[src/rtl/axi_lite_mem_slave_if.sv]
// AXI-lite bundle between the 1x1 interconnect s2m side and the memory slave.
// Signal names match the interconnect's s2m_* ports one-for-one.
interface axi_lite_mem_slave_if;
  logic [63:0] s2m_aw_addr;
  logic        s2m_aw_valid;
  logic [3:0]  s2m_aw_id;
  logic [2:0]  s2m_aw_prot;
  logic        s2m_aw_ready;
  logic [63:0] s2m_wdata;
  logic        s2m_wvalid;
  logic [8:0]  s2m_wstrb;
  logic        s2m_wready;
  logic        s2m_bvalid;
  logic [3:0]  s2m_bid;
  logic [1:0]  s2m_bresp;
  logic        s2m_bready;
  logic [63:0] s2m_ar_addr;
  logic        s2m_ar_valid;
  logic [3:0]  s2m_ar_id;
  logic [2:0]  s2m_ar_prot;
  logic        s2m_ar_ready;
  logic [63:0] s2m_rdata;
  logic        s2m_rvalid;
  logic [3:0]  s2m_rid;
  logic [1:0]  s2m_rrsesp;
  logic        s2m_rready;

  modport master (
    output s2m_aw_addr, s2m_aw_valid, s2m_aw_id, s2m_aw_prot,
    input  s2m_aw_ready,
    output s2m_wdata, s2m_wvalid, s2m_wstrb,
    input  s2m_wready,
    input  s2m_bvalid, s2m_bid, s2m_bresp,
    output s2m_bready,
    output s2m_ar_addr, s2m_ar_valid, s2m_ar_id, s2m_ar_prot,
    input  s2m_ar_ready,
    input  s2m_rdata, s2m_rvalid, s2m_rid, s2m_rrsesp,
    output s2m_rready
  );

  modport slave (
    input  s2m_aw_addr, s2m_aw_valid, s2m_aw_id, s2m_aw_prot,
    output s2m_aw_ready,
    input  s2m_wdata, s2m_wvalid, s2m_wstrb,
    output s2m_wready,
    output s2m_bvalid, s2m_bid, s2m_bresp,
    input  s2m_bready,
    input  s2m_ar_addr, s2m_ar_valid, s2m_ar_id, s2m_ar_prot,
    output s2m_ar_ready,
    output s2m_rdata, s2m_rvalid, s2m_rid, s2m_rrsesp,
    input  s2m_rready
  );
endinterface

[src/rtl/axi_lite_mem_slave.sv]
// AXI-lite memory slave: DEPTH x 64-bit register memory, byte strobes,
// SLVERR on out-of-range addresses, independent read and write paths.
module axi_lite_mem_slave #(
  parameter int DEPTH = 16,
  parameter int IDX_W = $clog2(DEPTH)
) (
  input logic aclk,
  input logic arst,
  axi_lite_mem_slave_if.slave bus
);

  localparam logic [1:0] OKAY   = 2'b00;
  localparam logic [1:0] SLVERR = 2'b10;

  logic [DEPTH-1:0][63:0] mem;

  logic             aw_held;
  logic             aw_ok;
  logic [IDX_W-1:0] aw_idx;
  logic [3:0]       aw_id;
  logic             w_held;
  logic [63:0]      w_data;
  logic [7:0]       w_strb;

  logic        b_valid;
  logic [3:0]  b_id;
  logic [1:0]  b_resp;
  logic        r_valid;
  logic [3:0]  r_id;
  logic [1:0]  r_resp;
  logic [63:0] r_data;

  logic             aw_hs, w_hs, ar_hs;
  logic             b_hs, r_hs, commit;
  logic             ar_ok;
  logic [IDX_W-1:0] ar_idx;
  logic [63:0]      w_mask;
  logic [63:0]      w_word;
  logic             unused_bits;

  assign aw_hs  = bus.s2m_aw_valid && bus.s2m_aw_ready;
  assign w_hs   = bus.s2m_wvalid && bus.s2m_wready;
  assign ar_hs  = bus.s2m_ar_valid && bus.s2m_ar_ready;
  assign b_hs   = b_valid && bus.s2m_bready;
  assign r_hs   = r_valid && bus.s2m_rready;
  assign commit = aw_held && w_held
               && (!b_valid || bus.s2m_bready);

  assign ar_idx = bus.s2m_ar_addr[IDX_W+2:3];
  assign ar_ok  = bus.s2m_ar_addr[63:IDX_W+3] == '0;

  always_comb begin
    w_mask = '0;
    for (int b = 0; b < 8; b++)
      w_mask[8*b +: 8] = {8{w_strb[b]}};
  end

  assign w_word = (mem[aw_idx] & ~w_mask)
                | (w_data & w_mask);

  // Everything the master can see is forced low while reset is held.
  assign bus.s2m_aw_ready = !arst && !aw_held;
  assign bus.s2m_wready   = !arst && !w_held;
  assign bus.s2m_ar_ready = !arst
                         && (!r_valid || bus.s2m_rready);
  assign bus.s2m_bvalid   = !arst && b_valid;
  assign bus.s2m_bid      = arst ? '0 : b_id;
  assign bus.s2m_bresp    = arst ? '0 : b_resp;
  assign bus.s2m_rvalid   = !arst && r_valid;
  assign bus.s2m_rid      = arst ? '0 : r_id;
  assign bus.s2m_rrsesp   = arst ? '0 : r_resp;
  assign bus.s2m_rdata    = arst ? '0 : r_data;

  assign unused_bits = ^{bus.s2m_aw_addr[2:0],
                         bus.s2m_ar_addr[2:0],
                         bus.s2m_aw_prot,
                         bus.s2m_ar_prot,
                         bus.s2m_wstrb[8]};

  always_ff @(posedge aclk) begin
    if (arst) begin
      aw_held <= 1'b0;
      aw_ok   <= 1'b0;
      aw_idx  <= '0;
      aw_id   <= '0;
      w_held  <= 1'b0;
      w_data  <= '0;
      w_strb  <= '0;
      b_valid <= 1'b0;
      b_id    <= '0;
      b_resp  <= '0;
      r_valid <= 1'b0;
      r_id    <= '0;
      r_resp  <= '0;
      r_data  <= '0;
      mem     <= '0;
    end else begin
      if (aw_hs) begin
        aw_held <= 1'b1;
        aw_idx  <= bus.s2m_aw_addr[IDX_W+2:3];
        aw_ok   <= bus.s2m_aw_addr[63:IDX_W+3] == '0;
        aw_id   <= bus.s2m_aw_id;
      end else if (commit) begin
        aw_held <= 1'b0;
      end

      if (w_hs) begin
        w_held <= 1'b1;
        w_data <= bus.s2m_wdata;
        w_strb <= bus.s2m_wstrb[7:0];
      end else if (commit) begin
        w_held <= 1'b0;
      end

      // A commit on the B handshake edge reloads the response slot.
      if (commit) begin
        b_valid <= 1'b1;
        b_id    <= aw_id;
        b_resp  <= aw_ok ? OKAY : SLVERR;
      end else if (b_hs) begin
        b_valid <= 1'b0;
      end

      if (commit && aw_ok)
        mem[aw_idx] <= w_word;

      // Reads sample mem before any same-edge commit lands.
      if (ar_hs) begin
        r_valid <= 1'b1;
        r_id    <= bus.s2m_ar_id;
        r_resp  <= ar_ok ? OKAY : SLVERR;
        r_data  <= ar_ok ? mem[ar_idx] : '0;
      end else if (r_hs) begin
        r_valid <= 1'b0;
      end
    end
  end

endmodule

[src/flat_wrapper.sv]
// flat-port wrapper written by rule: the top's interface ports become plain ports
module axi_lite_mem_slave_flat 
#(
  parameter int DEPTH = 16,
  parameter int IDX_W = $clog2(DEPTH)
)
  (aclk, arst, bus_s2m_aw_addr, bus_s2m_aw_valid, bus_s2m_aw_id, bus_s2m_aw_prot, bus_s2m_aw_ready, bus_s2m_wdata, bus_s2m_wvalid, bus_s2m_wstrb, bus_s2m_wready, bus_s2m_bvalid, bus_s2m_bid, bus_s2m_bresp, bus_s2m_bready, bus_s2m_ar_addr, bus_s2m_ar_valid, bus_s2m_ar_id, bus_s2m_ar_prot, bus_s2m_ar_ready, bus_s2m_rdata, bus_s2m_rvalid, bus_s2m_rid, bus_s2m_rrsesp, bus_s2m_rready);
  axi_lite_mem_slave_if bus_i ();
  input logic aclk;
  input logic arst;
  input wire logic [$bits(bus_i.s2m_aw_addr)-1:0] bus_s2m_aw_addr;
  input wire logic [$bits(bus_i.s2m_aw_valid)-1:0] bus_s2m_aw_valid;
  input wire logic [$bits(bus_i.s2m_aw_id)-1:0] bus_s2m_aw_id;
  input wire logic [$bits(bus_i.s2m_aw_prot)-1:0] bus_s2m_aw_prot;
  output wire logic [$bits(bus_i.s2m_aw_ready)-1:0] bus_s2m_aw_ready;
  input wire logic [$bits(bus_i.s2m_wdata)-1:0] bus_s2m_wdata;
  input wire logic [$bits(bus_i.s2m_wvalid)-1:0] bus_s2m_wvalid;
  input wire logic [$bits(bus_i.s2m_wstrb)-1:0] bus_s2m_wstrb;
  output wire logic [$bits(bus_i.s2m_wready)-1:0] bus_s2m_wready;
  output wire logic [$bits(bus_i.s2m_bvalid)-1:0] bus_s2m_bvalid;
  output wire logic [$bits(bus_i.s2m_bid)-1:0] bus_s2m_bid;
  output wire logic [$bits(bus_i.s2m_bresp)-1:0] bus_s2m_bresp;
  input wire logic [$bits(bus_i.s2m_bready)-1:0] bus_s2m_bready;
  input wire logic [$bits(bus_i.s2m_ar_addr)-1:0] bus_s2m_ar_addr;
  input wire logic [$bits(bus_i.s2m_ar_valid)-1:0] bus_s2m_ar_valid;
  input wire logic [$bits(bus_i.s2m_ar_id)-1:0] bus_s2m_ar_id;
  input wire logic [$bits(bus_i.s2m_ar_prot)-1:0] bus_s2m_ar_prot;
  output wire logic [$bits(bus_i.s2m_ar_ready)-1:0] bus_s2m_ar_ready;
  output wire logic [$bits(bus_i.s2m_rdata)-1:0] bus_s2m_rdata;
  output wire logic [$bits(bus_i.s2m_rvalid)-1:0] bus_s2m_rvalid;
  output wire logic [$bits(bus_i.s2m_rid)-1:0] bus_s2m_rid;
  output wire logic [$bits(bus_i.s2m_rrsesp)-1:0] bus_s2m_rrsesp;
  input wire logic [$bits(bus_i.s2m_rready)-1:0] bus_s2m_rready;
  assign bus_i.s2m_aw_addr = bus_s2m_aw_addr;
  assign bus_i.s2m_aw_valid = bus_s2m_aw_valid;
  assign bus_i.s2m_aw_id = bus_s2m_aw_id;
  assign bus_i.s2m_aw_prot = bus_s2m_aw_prot;
  assign bus_s2m_aw_ready = bus_i.s2m_aw_ready;
  assign bus_i.s2m_wdata = bus_s2m_wdata;
  assign bus_i.s2m_wvalid = bus_s2m_wvalid;
  assign bus_i.s2m_wstrb = bus_s2m_wstrb;
  assign bus_s2m_wready = bus_i.s2m_wready;
  assign bus_s2m_bvalid = bus_i.s2m_bvalid;
  assign bus_s2m_bid = bus_i.s2m_bid;
  assign bus_s2m_bresp = bus_i.s2m_bresp;
  assign bus_i.s2m_bready = bus_s2m_bready;
  assign bus_i.s2m_ar_addr = bus_s2m_ar_addr;
  assign bus_i.s2m_ar_valid = bus_s2m_ar_valid;
  assign bus_i.s2m_ar_id = bus_s2m_ar_id;
  assign bus_i.s2m_ar_prot = bus_s2m_ar_prot;
  assign bus_s2m_ar_ready = bus_i.s2m_ar_ready;
  assign bus_s2m_rdata = bus_i.s2m_rdata;
  assign bus_s2m_rvalid = bus_i.s2m_rvalid;
  assign bus_s2m_rid = bus_i.s2m_rid;
  assign bus_s2m_rrsesp = bus_i.s2m_rrsesp;
  assign bus_i.s2m_rready = bus_s2m_rready;
  axi_lite_mem_slave #(.DEPTH(DEPTH), .IDX_W(IDX_W)) u_core (.aclk(aclk), .arst(arst), .bus(bus_i));
endmodule
[config.mk]
export PLATFORM = sky130hd
export DESIGN_NAME = axi_lite_mem_slave_flat
export DESIGN_NICKNAME = d
export VERILOG_FILES = /design/src/rtl/axi_lite_mem_slave_if.sv /design/src/rtl/axi_lite_mem_slave.sv /design/src/flat_wrapper.sv
export SDC_FILE = /design/constraint.sdc
export NUM_CORES = 2
export LEC_CHECK = 0
export ABC_CLOCK_PERIOD_IN_PS = 2170
export CAP_MARGIN = 20
export CELL_PAD_IN_SITES_DETAIL_PLACEMENT = 0
export CELL_PAD_IN_SITES_GLOBAL_PLACEMENT = 1
export CORE_ASPECT_RATIO = 1.5
export CORE_MARGIN = 2
export CORE_UTILIZATION = 43
export DETAILED_ROUTE_END_ITERATION = 8
export PLACE_DENSITY = 0.88
export RECOVER_POWER = 100
export SYNTH_ARGS = -nofsm -noshare
export SYNTH_HDL_FRONTEND = slang
export SYNTH_SLANG_ARGS = --single-unit
[constraint.sdc]
create_clock -name aclk -period 2.17 [get_ports aclk]
set_clock_uncertainty 0.15 [all_clocks]
set_input_delay 0.3255 -clock aclk [delete_from_list [all_inputs] [get_ports aclk]]
set_output_delay 0.3255 -clock aclk [all_outputs]
set_load 0.1 [all_outputs]
==> Yosys cells after proc, flatten, opt, wreduce, memory -nomap -nowiden <==
Index checks and enable logic that the tools add are counted.
{ "op_classes": {"n_addsub": 0, "n_mul": 0, "div": 0, "n_lt_le_gt_ge": 3, "n_eq_ne": 0, "shift": 0, "mux": 22, "n_bitwise": 4, "reduce_logical": 27} }
{ "ops": {"columns": ["op", "n"], "rows": [
  ["$bwmux 1024", 1],
  ["$bmux 64 s4", 2],
  ["$mux 64", 5],
  ["$demux 64 s4", 1],
  ["$and 64x64->64", 2],
  ["$logic_not 57->1", 2],
  ["$not 64->64", 1],
  ["$or 64x64->64", 1],
  ["$logic_and 1x1->1", 14],
  ["$lt 4x5->1 const B", 2],
  ["$mux 2", 4],
  ["$mux 4", 2],
  ["$reduce_bool 2->1", 4],
  ["$mux 1", 7],
  ["$logic_not 1->1", 5],
  ["$ge 4x1->1 const B", 1],
  ["$logic_or 1x1->1", 2]
]} }
{ "word_totals": {"regBits": 1185, "latchBits": 0, "ram_bits": 0, "mem_bits_ro": 0, "in_bits": 222, "out_inout_bits": 81, "memories": 0} }

==> Longest topological paths before layout <==
{ "logic_depth": {"depth_word": 5, "ltp_mapped": 9} }

==> Worst setup path after synthesis <==
No wires, ideal clock.
{ "synth_path": {"path_kind": "input -> register", "from": "input port arst", "to": "register u_core.r_data[10]", "setup_ns": 0.066, "t_arrival_ns": 3.118, "slack_ns": -1.165, "path_stages": 7, "n_path_buf": 3, "cell_sequence": "clkbuf_1 > nor2_1 > nand2_1 > nor4_1 > clkbuf_1 > buf_2 > a22o_1"} }
{ "synth_via": {"elab_chain_len": 3} }
{ "synth_rtl": {"columns": ["item", "line", "rtl"], "rows": [
  ["start, declared", "flat_wrapper.sv:10", "input logic arst;"],
  ["$logic_not 1->1", "axi_lite_mem_slave.sv:64", "assign bus.s2m_ar_ready = !arst"],
  ["$logic_and 1x1->1", "axi_lite_mem_slave.sv:65", "&& (!r_valid || bus.s2m_rready);"],
  ["via bus_s2m_ar_ready", "flat_wrapper.sv:28", "output wire logic [$bits(bus_i.s2m_ar_ready)-1:0] bus_s2m_ar_ready;"],
  ["$logic_and 1x1->1", "axi_lite_mem_slave.sv:43", "assign ar_hs = bus.s2m_ar_valid && bus.s2m_ar_ready;"],
  ["end signal, assigned", "axi_lite_mem_slave.sv:132", "r_data <= ar_ok ? mem[ar_idx] : '0;"],
  ["end, declared", "axi_lite_mem_slave.sv:31", "logic [63:0] r_data;"]
]} }
The timed path passes the listed nets, and every way through them passes these cells.
A chain may end at the register's enable or synchronous reset.

==> Worst setup path after layout <==
{ "layout_path": {"from": "input port bus_s2m_ar_addr[25]", "to": "register u_core.r_data[51]"} }
{ "layout_via": {"elab_chain_len": 2} }
{ "layout_rtl": {"columns": ["item", "line", "rtl"], "rows": [
  ["start, declared", "flat_wrapper.sv:24", "input wire logic [$bits(bus_i.s2m_ar_addr)-1:0] bus_s2m_ar_addr;"],
  ["$logic_not 57->1", "axi_lite_mem_slave.sv:50", "assign ar_ok = bus.s2m_ar_addr[63:IDX_W+3] == '0;"],
  ["$mux 64", "axi_lite_mem_slave.sv:132", null]
]} }
Every way passes these cells.

==> results.ini <==
[outcome]
status=finished with violations
violations=negative hold slack, negative setup slack

[global_route]
grt_first_pass_wirelength_um=335000
groute.usage.overall_pct=30.9
grt_max_degree=76
antenna_found_initial=1
grt_pass1_vias=54349
gr-total-overflow=0

[timing]
finalHoldViolCount=1
fin_crit_sh_pct=106
fmax_ghz=0.435
setup_violations=387
report.final.slew_viol_count=0
rsz0062_at_grt=yes
relSlewSlack_pct=45.0
worst_slew_pin_slew_ns=0.817
period_needed_ns=2.30
hold_slack_ns=-0.00901
setup_ws_ns=-0.130
fin_tns_setup_ns=-14.32

[worst_setup_path]
crit_arrival_ns=2.84
critical_path_class=input pin to flop
critPathCaptureType=flop
crit_path_start=bus_s2m_ar_addr[25]
path_cells=clkdlybuf4s50_1, nor4_1, nand4_1, nor4_2, clkbuf_2, buf_12, a22o_1
critical_path.startpoint_type=input pin
required_ns=2.71
crit_fanout=28
rr_startpoint=u_core.aw_idx[1]
cpPeakStageDelay_ns=0.72
cp_slowest_cell=nor4_1

[cts]
numCtsBuffers=112
clk_pin_slew_ns=0.06
clock_sinks=1183
clockBufferDepth=3
clk_latency_ns=0.77
h-tree-depth=3
clockRootBuffer=clkbuf_16
cts_tree=done

[placement]
dp_hpwl_um=146000
port_buffers=287
dp_slack_ns=-1.13
gp_congestion=1.05

[detailed_routing]
drt_iter0_markers=7157
routedWlPerCell_um=27.1
ant_nets=0
drc=0
via_per_inst=6.52
dr.pass1.iters=9
routed_wl_um=233000
vias=55825

[power_and_ir_drop]
power_mw=49.2
p_per_area_mw_per_mm2=654
p_leak_nw=25.8
irDropWorstVdd_mv=0.651

[synth]
synth_flop_cell=dfxtp_1
ys_async_sr_fraction_pct=0
yosys.area.top_type=dfxtp_1
syn-cell-area_sq_mm=0.0585
synth.distinct_cells=42
yosys_warnings=0
seq_area_frac_synth_pct=40.5
synthTopCellsByArea=dfxtp_1 (40%), mux2i_1 (13%), nand3b_1 (13%)
synth_cells=6233
synth-seq-cells=1183
synth_top_cell_area_share_pct=40.5
synth_enable_flop_cells=0
syn_avg_cell_area_sq_um=9.39

[floorplanning]
start_util_pct=43.4
dieHeight_um=456
coreArea_sq_mm=0.135
die_area_sq_mm=0.139
fp.dieW_um=305
ios=303
rows=165

[layout]
utilization_pct=55.7
fillers=11401
syn_to_final_growth_pct=28.6
seq_area_sq_mm=0.0237
multi_input_area_sq_mm=0.0331
nets=6945
drive_gt1_share_pct=19.6

[run]
maxCapViolCount=0

[hold_path]
min_path_type=input pin to flop
hold_start=arst

## path summary, 6_finish.rpt
path | slack [ns] | cells past startpoint | endpoint
max reg2reg | -0.12 | 9 | u_core.mem[813]
min reg2reg | 0.32 | 2 | u_core.w_data[57]
max | -0.13 | 7 | u_core.r_data[51]
min | -0.009 | 3 | u_core.r_id[1]
## flip-flops by register name (all words and copies together) (netlist names)
signal	count
u_core.w_held	1
u_core.aw_held	1
u_core.r_valid	1
u_core.aw_id	4
u_core.mem	1024
u_core.r_data	64
u_core.b_id	4
u_core.r_resp	1
u_core.b_valid	1
u_core.w_data	64
u_core.w_strb	8
u_core.aw_idx	4
u_core.aw_ok	1
u_core.b_resp	1
u_core.r_id	4
## cell usage in the layout, fill, tap and decap left out, types with 57 or more instances in the layout
cell type        netlist  routed
o21ai_0             1091     933
o31ai_1               64      70
o22ai_1              256     232
inv_1                 64      64
nand3b_1            1027    1027
buf_4                  7     353
o21a_2                 0      57
a22oi_1               64      64
mux4_2               128     128
nor3_1                69      69
a22o_1                64      64
mux2i_1              772     744
clkdlybuf4s50_1        0     204
clkbuf_16              0     136
buf_12                 0     241
dfxtp_1             1183    1179
a21oi_1              130     130
o21ai_1               13     150
nand2_1              225     212
nor2_1                85      79
nand4b_1              64      64
## where the power goes
group | switching, mW | total, mW | internal [mW]
combinational | 3.22 | 5.87 | 2.65
sequential | 0.0665 | 21.9 | 21.8
clock | 9.13 | 21.4 | 12.3
## final cells by class
type	instances	share of cell area, %
tap	1753	2.91
sequential	1183	31.5
timing repair buffer	1019	16.1
clock inverter	47	0.914
clock buffer	157	4.35
antenna	1	0.00333
inverter	65	0.326
multi-input combinational	4342	43.9
## cell families after synthesis
logic type | after synthesis | synth area share, %
multiplexers | 904 | 18.2
other | 1 | 0.00641
AND/OR/NAND/NOR | 1624 | 18.4
flip-flops | 1183 | 40.5
buffers and inverters | 710 | 4.86
AO/OA/AOI/OAI | 1811 | 18.1
## critical path, delay by kind of cell
kind,cells,cell delay (ns)
buffers and inverters,3,0.90
and+or+nand+nor,3,1.34
AOI/OAI and AO/OA,1,0.18
## per-layer routing
metal  up-vias  global-route usage, %  wire [um]
met5         -                      0          0
met4         0                   19.9      17400
met3      1017                   5.48      22200
met2      3630                   50.0     106000
met1     27050                   37.7      87000
li1      24128                      -          -
## what timing repair did
action                                  in CTS  in global routing
hold buffers                                53                  0
buffers inserted                            26                 47
hold endpoints to repair                    57                  0
pin swaps                                   27                106
endpoints found under the setup margin     537                836
cloned                                       9                 26
resized for setup                          122                313
## through the flow
stage / hold WS [ns] / area [sq um] / cells
after floorplan: 0.284 / 58700 / 6234
after global routing: -0.0115 / 75300 / 8567
after global placement: 0.308 / 69200 / 8212
final: -0.00901 / 75300 / 8567
after detailed placement: 0.313 / 69200 / 8212
after CTS: 0.000478 / 74500 / 8504
## synth_stat cells (all sizes together), types with 4 or more instances
cell type,n
inv,64
clkbuf,473
a21oi,130
nor4,27
mux2,4
o21a,64
mux4,128
buf,172
nor2,85
a22o,64
nor2b,82
o31ai,128
nand4,7
nand3b,1027
o21ai,1104
nor3,70
mux2i,772
and2,4
o22ai,256
a22oi,64
nand3,6
nand2b,19
dfxtp,1183
nand4b,64
nand2,225
Note: power is estimated with default switching activity, not from simulation.
